### src/rtl/alu_src_pkg.sv
// -----------------------------------------------------------------------------
// alu_src_pkg
// Shared definitions for the ALU operand-source stage and its skid buffer.
//   - skid_state_e  : occupancy of the 2-entry skid buffer
//   - sel_aux_code  : select code that picks the aux hold register
//   - sel_zero_code : select code that picks constant zero
// Codes above sel_zero_code are out of range.
// -----------------------------------------------------------------------------
package alu_src_pkg;

   typedef enum logic [1:0] {
      EMPTY = 2'd0,
      ONE   = 2'd1,
      FULL  = 2'd2
   } skid_state_e;

   function automatic int sel_aux_code(input int nsrc);
      return nsrc;
   endfunction

   function automatic int sel_zero_code(input int nsrc);
      return nsrc + 1;
   endfunction

endpackage

### src/rtl/skid_buf.sv
// -----------------------------------------------------------------------------
// skid_buf
// Two-entry valid/ready skid buffer. Data is registered on entry, so there is
// one cycle of latency and no combinational path from out_ready to in_ready.
// Ports:
//   clk, reset            clock, asynchronous active-high reset
//   in_data/in_valid      upstream request, in_ready = buffer not FULL
//   out_data/out_valid    head entry, held stable until out_ready
//   out_ready             downstream consumes the head entry
// -----------------------------------------------------------------------------
module skid_buf
   import alu_src_pkg::*;
#(
   parameter int DW = 8
) (
   input  logic          clk,
   input  logic          reset,
   input  logic [DW-1:0] in_data,
   input  logic          in_valid,
   output logic          in_ready,
   output logic [DW-1:0] out_data,
   output logic          out_valid,
   input  logic          out_ready
);

   skid_state_e   state_q, state_d;
   logic [DW-1:0] head_q, head_d;
   logic [DW-1:0] skid_q, skid_d;
   logic          accept;
   logic          drain;

   // Plain state decodes, so both handshakes are registered signals.
   assign in_ready  = (state_q != FULL);
   assign out_valid = (state_q != EMPTY);
   assign out_data  = head_q;

   assign accept = in_valid && in_ready;
   assign drain  = out_valid && out_ready;

   always_comb begin
      state_d = state_q;
      head_d  = head_q;
      skid_d  = skid_q;
      case (state_q)
         EMPTY: begin
            if (accept) begin
               head_d  = in_data;
               state_d = ONE;
            end
         end
         ONE: begin
            if (accept && drain) begin
               // Head leaves and the new entry replaces it in the same cycle.
               head_d = in_data;
            end else if (accept) begin
               skid_d  = in_data;
               state_d = FULL;
            end else if (drain) begin
               state_d = EMPTY;
            end
         end
         FULL: begin
            // in_ready is low here, so only a drain can happen.
            if (drain) begin
               head_d  = skid_q;
               state_d = ONE;
            end
         end
         default: state_d = EMPTY;
      endcase
   end

   always_ff @(posedge clk or posedge reset) begin
      if (reset) begin
         state_q <= EMPTY;
         head_q  <= '0;
         skid_q  <= '0;
      end else begin
         state_q <= state_d;
         head_q  <= head_d;
         skid_q  <= skid_d;
      end
   end

endmodule

### src/rtl/alu_src_stage.sv
// -----------------------------------------------------------------------------
// alu_src_stage
// Registered ALU operand selector. Picks one of NSRC external sources, the aux
// hold register, or zero, and passes {sel, value} through a skid buffer.
// Ports:
//   clk, reset              clock, asynchronous active-high reset
//   src_flat                NSRC packed sources, source i at [i*WIDTH +: WIDTH]
//   sel, hold_en, in_valid  request; hold_en also loads the value into aux
//   in_ready                stage can accept a request
//   out_data/out_sel        operand and the select code that produced it
//   out_valid/out_ready     handshake towards the ALU
//   err_clr/sel_err         sticky out-of-range select flag and its clear
// -----------------------------------------------------------------------------
module alu_src_stage
   import alu_src_pkg::*;
#(
   parameter int WIDTH = 32,
   parameter int NSRC  = 4,
   parameter int SELW  = $clog2(NSRC + 2)
) (
   input  logic                  clk,
   input  logic                  reset,
   input  logic [NSRC*WIDTH-1:0] src_flat,
   input  logic [SELW-1:0]       sel,
   input  logic                  hold_en,
   input  logic                  in_valid,
   output logic                  in_ready,
   output logic [WIDTH-1:0]      out_data,
   output logic [SELW-1:0]       out_sel,
   output logic                  out_valid,
   input  logic                  out_ready,
   input  logic                  err_clr,
   output logic                  sel_err
);

   localparam logic [SELW-1:0] SEL_AUX  = SELW'(sel_aux_code(NSRC));
   localparam logic [SELW-1:0] SEL_ZERO = SELW'(sel_zero_code(NSRC));

   logic [WIDTH-1:0]      aux_q, aux_d;
   logic                  sel_err_q, sel_err_d;
   logic [WIDTH-1:0]      sel_val;
   logic                  sel_bad;
   logic                  accept;
   logic [SELW+WIDTH-1:0] buf_out;

   assign accept = in_valid && in_ready;

   // Out-of-range codes fall through to the zero default.
   always_comb begin
      sel_val = '0;
      sel_bad = 1'b0;
      if (sel == SEL_AUX) begin
         sel_val = aux_q;
      end else if (sel == SEL_ZERO) begin
         sel_val = '0;
      end else if (sel > SEL_ZERO) begin
         sel_bad = 1'b1;
      end else begin
         for (int i = 0; i < NSRC; i++) begin
            if (sel == SELW'(i)) sel_val = src_flat[i*WIDTH +: WIDTH];
         end
      end
   end

   always_comb begin
      aux_d     = aux_q;
      sel_err_d = sel_err_q;
      if (accept && hold_en) aux_d = sel_val;
      if (err_clr) sel_err_d = 1'b0;
      // A new error in the same cycle as a clear must not be lost.
      if (accept && sel_bad) sel_err_d = 1'b1;
   end

   always_ff @(posedge clk or posedge reset) begin
      if (reset) begin
         aux_q     <= '0;
         sel_err_q <= 1'b0;
      end else begin
         aux_q     <= aux_d;
         sel_err_q <= sel_err_d;
      end
   end

   assign sel_err = sel_err_q;

   skid_buf #(.DW(WIDTH + SELW)) u_skid (
      .clk       (clk),
      .reset     (reset),
      .in_data   ({sel, sel_val}),
      .in_valid  (in_valid),
      .in_ready  (in_ready),
      .out_data  (buf_out),
      .out_valid (out_valid),
      .out_ready (out_ready)
   );

   assign out_sel  = buf_out[SELW+WIDTH-1:WIDTH];
   assign out_data = buf_out[WIDTH-1:0];

endmodule

### config.mk
export PLATFORM = sky130hd
export DESIGN_NAME = alu_src_stage
export DESIGN_NICKNAME = d
export VERILOG_FILES = /design/src/rtl/alu_src_pkg.sv /design/src/rtl/skid_buf.sv /design/src/rtl/alu_src_stage.sv
export SDC_FILE = /design/constraint.sdc
export NUM_CORES = 1
export LEC_CHECK = 0
export BUFFER_PORTS_ARGS = -buffer_cell sky130_fd_sc_hd__buf_4
export CAP_MARGIN = 15
export CORE_ASPECT_RATIO = 0.6
export CORE_MARGIN = 5
export CORE_UTILIZATION = 34
export CTS_CLUSTER_DIAMETER = 120
export DETAILED_ROUTE_END_ITERATION = 8
export GPL_ROUTABILITY_DRIVEN = 0
export PLACE_DENSITY_LB_ADDON = 0.3
export REMOVE_ABC_BUFFERS = 1
export SLEW_MARGIN = 5
export SYNTH_ARGS = -nofsm -noshare
export SYNTH_HDL_FRONTEND = slang
export SYNTH_HIERARCHICAL = 1
export SYNTH_SLANG_ARGS = --single-unit
export TNS_END_PERCENT = 30
### constraint.sdc
create_clock -name clk -period 4.4 [get_ports clk]
set_input_delay 0.66 -clock clk [delete_from_list [all_inputs] [get_ports clk]]
set_output_delay 0.66 -clock clk [all_outputs]
set_load 0.005 [all_outputs]
# Yosys cells after proc, flatten, opt, wreduce, memory -nomap -nowiden
# Cells that the tools add are included.
[word_totals]
regBits = 105
input_bits = 137
out_inout_bits = 38
[op_classes]
n_lt_le_gt_ge = 1
eq_ne = 13
muxes = 22
bitwise_logic = 1
reduce_logical = 13
[ops]
columns = ["op", "n"]
rows = [
  ["$mux 32", 7],
  ["$mux 35", 3],
  ["$pmux 35 s3", 1],
  ["$mux 2", 5],
  ["$reduce_and 4->1", 2],
  ["$eq 3x2->1 const B", 2],
  ["$eq 3x3->1 const B", 2],
  ["$ne 2x2->1 const B", 3],
  ["$pmux 2 s3", 1],
  ["$logic_and 1x1->1", 5],
  ["$mux 1", 5],
  ["$ne 2x1->1 const B", 2],
  ["$reduce_bool 2->1", 2],
  ["$eq 3x1->1 const B", 1],
  ["$gt 3x3->1 const B", 1],
  ["$logic_not 3->1", 1],
  ["$ne 3x2->1 const B", 1],
  ["$reduce_and 3->1", 1],
  ["$reduce_bool 3->1", 1],
  ["$eq 2x1->1 const B", 1],
  ["$eq 2x2->1 const B", 1],
  ["$logic_not 2->1", 1],
  ["$not 1->1", 1],
]

# Logic depth before layout (Yosys ltp)
[depth]
ltp_word = 10
mapped_depth = 8
depth_no_buf = 5

# Hierarchy
# The synthesis kept the hierarchy.
[by_module_without_submodules]
columns = ["module", "instances", "cells_per_inst", "area_each_um2"]
rows = [
  ["skid_buf", 1, 199, 3398.3],
  ["alu_src_stage", 1, 224, 2451.1],
]

# Worst setup path before layout
# Ideal clock, no wire load.
[synth_timing]
path_type = "input to register"
from = "in sel[0]"
to = "reg u_skid.head_q[19] (netlist: u_skid/out_data[19])"
setup_ns = 0.128
arrival_time_ns = 2.080
t_required_ns = 4.272
path_slack_ns = 2.192
stages = 8
n_path_buf = 3
path_cell_list = "buf_6 > buf_12 > buf_6 > mux2i_1 > o22ai_1 > a21o_1 > mux2_2 > mux2_1"
[synth_between]
elab_chain_len = 10
[synth_rtl]
columns = ["item", "line_no", "source"]
rows = [
  ["from (decl)", "alu_src_stage.sv:24", "input logic [SELW-1:0] sel,"],
  ["$logic_not 3->1", "alu_src_stage.sv:60", "if (sel == SELW'(i)) sel_val = src_flat[i*WIDTH +: WIDTH];"],
  ["$mux 32 (4 in a row)", "alu_src_stage.sv:60", ""],
  ["$mux 32", "alu_src_stage.sv:56", "end else if (sel > SEL_ZERO) begin"],
  ["$mux 32", "alu_src_stage.sv:54", "end else if (sel == SEL_ZERO) begin"],
  ["$mux 32 (*)", "alu_src_stage.sv:52", "if (sel == SEL_AUX) begin"],
  ["via sel_val[19]", "alu_src_stage.sv:41", "logic [WIDTH-1:0] sel_val;"],
  ["$mux 35, on equally long branches", "skid_buf.sv:52, skid_buf.sv:46", ""],
  ["$pmux 35 s3 (*)", "skid_buf.sv:44", "case (state_q)"],
  ["to (signal assigned)", "skid_buf.sv:76", "head_q <= '0;"],
  ["to (signal assigned)", "skid_buf.sv:80", "head_q <= head_d;"],
  ["to (decl)", "skid_buf.sv:27", "logic [DW-1:0] head_q, head_d;"],
]
# Mark *: on every way through the listed nets, which the timed path passes. The rest lies on a longest branch. The select of a mux whose other input is x is not followed.
# A chain may end at the register's enable or synchronous reset.

# Worst setup path in the final report
[layout_timing]
from = "reg u_skid.state_q[0]"
to = "reg aux_q[6]"
[layout_between]
elab_chain_len = 3
[layout_rtl]
columns = ["item", "line_no", "source"]
rows = [
  ["from (decl)", "skid_buf.sv:26", "skid_state_e state_q, state_d;"],
  ["from (signal assigned)", "skid_buf.sv:79", "state_q <= state_d;"],
  ["$ne 2x2->1", "skid_buf.sv:33", "assign in_ready = (state_q != FULL);"],
  ["$logic_and 1x1->1", "alu_src_stage.sv:46", "assign accept = in_valid && in_ready;"],
  ["$logic_and 1x1->1", "alu_src_stage.sv:68", "if (accept && hold_en) aux_d = sel_val;"],
  ["to (signal assigned)", "alu_src_stage.sv:79", "aux_q <= aux_d;"],
  ["to (decl)", "alu_src_stage.sv:39", "logic [WIDTH-1:0] aux_q, aux_d;"],
]
# Every way passes these cells.

==> results.md <==
- Power per cell area: roughly 400 nW/um2
- Setup Skew: about 0.011 ns
- Root buf cell: clkbuf_16
- Post-CTS sizing: 0
- RR Endpoint: aux_q[6]$_DFFE_PP0P_
- Avg Inst Size Synth: 13.83 um2
- Starting DRT DRC Count: between 100 and 150
- CTS sink cnt: 105
- Critical Path Start: u_skid/state_q[0]$_DFFE_PP0P_
- Sequential fraction of the synthesis area: roughly 45%
- CP arrival: around 2.8 ns
- Post-DP HPWL: between 10,000 and 15,000 um
- Final min period: 2.545 ns
- Layout cell share with drive strength beyond 1: a little over half
- Die area: 20,010 um2
- CP required: between 4 and 5 ns
- Critical Path End Type: flip-flop
- RSZ-0062 raised after global routing: no
- CTS Hold Bufs: 0
- CP Launch Type: flip-flop
- Reg2reg start: u_skid/state_q[0]$_DFFE_PP0P_
- Drt via density: about 5
- Vias: 4,044
- # port buffers: approximately 170
- Maximum vdd ir drop: 0.1675 mV
- Final ANT Viol Nets: 0
- Vias in the first global route: between 4,000 and 5,000
- Crit Path Class: flip-flop to flip-flop
- Post-Syn Area: between 5000 and 6000 um2
- Final setup viols: 0
- Core Area: between 15,000 and 20,000 um2
- Cell Rows: 37
- R2r setup slk: between 1.5 and 2 ns
- TritonCTS Buffers: 9
- Total track usage: between 15 and 20%
- Chip Width: 179.3 um
- Comb power frac: 29.7%
- Chip height: approximately 110 um
- FF+latch count, synth: between 100 and 150
- Net Sw Frac: a little over a quarter
- Post-Syn Instances: between 400 and 500
- Initial Utilization: 34.43%
- Residual DRC count: 0
- First-pass GRT wire length: around 25,000 um
- Post-Route WL: 15,600 um
- Pin count of the biggest net entering global routing: 57
- Clk buf depth: 2
- Tightest Pin Transition: between 1 and 1.5 ns
- Max transition margin: between 20% and 30%
- Total power: 3.101 mW
- Worst r2r path cells: 4
- Routed len/inst: 18.97 um
- Status: finished, final reports clean
- Max Cap Viol: 0
- Antenna Cells: 0
- Initial antenna violation count: 0
- Final nets: around 700
- Layout area overhead: 29.13%
- First-pass DRT Iterations: 5
- Worst hold path class: input pin to async pin
- Gr ovfl total: 0
- Maximum level of the CTS H-tree: 3
- Clock latency on the worst-skew pair: around 0.34 ns
- Pint: 2.260 mW
- Worst-path fanout max: 32
- Final Hold Viols: 0
- Postcts setup bufs: 0
- Sequential share of power: around 45%
- Clk pin slew, worst setup/hold paths: around 0.07 ns
- Fin crit share: roughly 58%
- Clock power frac: between 20% and 30%
- Ys Warns: 6
- Leak Pwr: just under 4 nW
- Final slew viol count: 0
- Ports: approximately 180
- Fill cell count: 1,614
- Setup TNS Final: 0 ns
- CTS tree: built
- Netlist cell types: 32
- Fmax: 0.3930 GHz
- Switching pwr: 0.8405 mW
## state kept, by name, indices dropped and copies added, names as in the netlist
name	count
aux_q	32
sel_err	1
u_skid/out_data	35
u_skid/skid_q	35
u_skid/state_q	2
## how the worst max path moves through the flow
stage | to | slack, ns
floorplan | u_skid/skid_q[0]$_DFFE_PP0P_ | -0.37
global placement | aux_q[6]$_DFFE_PP0P_ | 1.52
detailed placement | u_skid/out_data[2]$_DFFE_PP0P_ | 1.49
CTS | aux_q[9]$_DFFE_PP0P_ | 1.83
global route | aux_q[9]$_DFFE_PP0P_ | 1.66
finish | aux_q[6]$_DFFE_PP0P_ | 1.86
## synthesized netlist by cell type (all sizes together)
| cell type | n | area (um2) |
|---|---|---|
| a21o | 21 | 157.7 |
| a21oi | 1 | 5.000 |
| a22o | 21 | 183.9 |
| and3 | 1 | 6.260 |
| buf | 25 | 249.0 |
| clkbuf | 7 | 26.28 |
| dfrtp | 105 | 2628 |
| inv | 3 | 11.26 |
| mux2 | 105 | 1393 |
| mux2i | 43 | 430.4 |
| mux4 | 11 | 259.0 |
| nand2 | 22 | 82.58 |
| nand2b | 14 | 87.58 |
| nand3 | 1 | 5.000 |
| nand3b | 1 | 7.510 |
| nand4 | 1 | 6.260 |
| nor3b | 2 | 26.28 |
| nor4bb | 1 | 10.01 |
| o21ai | 2 | 21.27 |
| o21bai | 1 | 7.510 |
| o22ai | 22 | 137.6 |
| o2bb2ai | 11 | 96.34 |
| or2 | 2 | 12.51 |
## critical path, stage by stage (launching register included)
cell and delay [ns]:
dfrtp_1 0.46, nand2b_2 0.73, and3_1 0.31, nand2b_2 0.48, a22o_1 0.42
## stage by stage
step                utilization [%]  worst slack [ns]  hold slack (ns)  cell area (um2)  instances
floorplan                         -           -0.3706           0.4560             5574        391
global placement              42.68             1.522           0.4711             7252        805
detailed placement            42.68             1.495           0.4733             7252        805
CTS                           44.39             1.832           0.4576             7542        821
global route                  44.46             1.665           0.5025             7553        822
finish                        44.46             1.855           0.4421             7553        822
## layout by cell type (no fill, tap or decap), drive strengths merged
master and count:
a21o 21, a21oi 1, a22o 21, and3 1, buf 181, bufinv 1
clkbuf 12, clkinv 2, clkinvlp 2, dfrtp 105, inv 2, mux2 105
mux2i 43, mux4 11, nand2 22, nand2b 14, nand3 1, nand3b 1
nand4 1, nor3b 2, nor4bb 1, o21ai 2, o21bai 1, o22ai 22
o2bb2ai 11, or2 2
## final cells by class
type | count | area (um2) | share of cell area, %
multi-input cells | 283 | 2955 | 39.13
inverters | 3 | 12.51 | 0.1656
flip-flops and latches | 105 | 2628 | 34.79
clock buffers | 12 | 236.5 | 3.131
repair buffers | 181 | 1375 | 18.20
clock inverters | 4 | 53.80 | 0.7123
well taps | 234 | 292.8 | 3.876
## cells by family after synthesis
group	count (synthesis)	share of synthesized area (%)
buffers and inverters	35	4.898
DFF	105	44.92
AOI/OAI and AO/OA	79	10.42
and+or+nand+nor	45	4.171
muxes	159	35.59
## power by group through the flow
stage               registers [mW]  clock network [mW]  logic, mW
finish                        1.38               0.798      0.922
global route                  1.41               0.864       1.00
CTS                           1.38               0.825      0.937
detailed placement            1.40                   0      0.934
global placement              1.39                   0      0.906
floorplan                     1.36                   0      0.546
## per-layer routing
| metal | global-route usage (%) | routed length (um) | part of all wire, % | vias to the layer above |
|---|---|---|---|---|
| met1 | 21.97 | 7438 | 48 | 2009 |
| met5 | 0 | 0 | 0 | - |
| met4 | 1.978 | 49 | 0.31 | 0 |
| li1 | - | - | - | 1911 |
| met3 | 4.208 | 1084 | 7.0 | 5 |
| met2 | 24.67 | 7025 | 45 | 119 |
(Power assumes the default switching activity.)
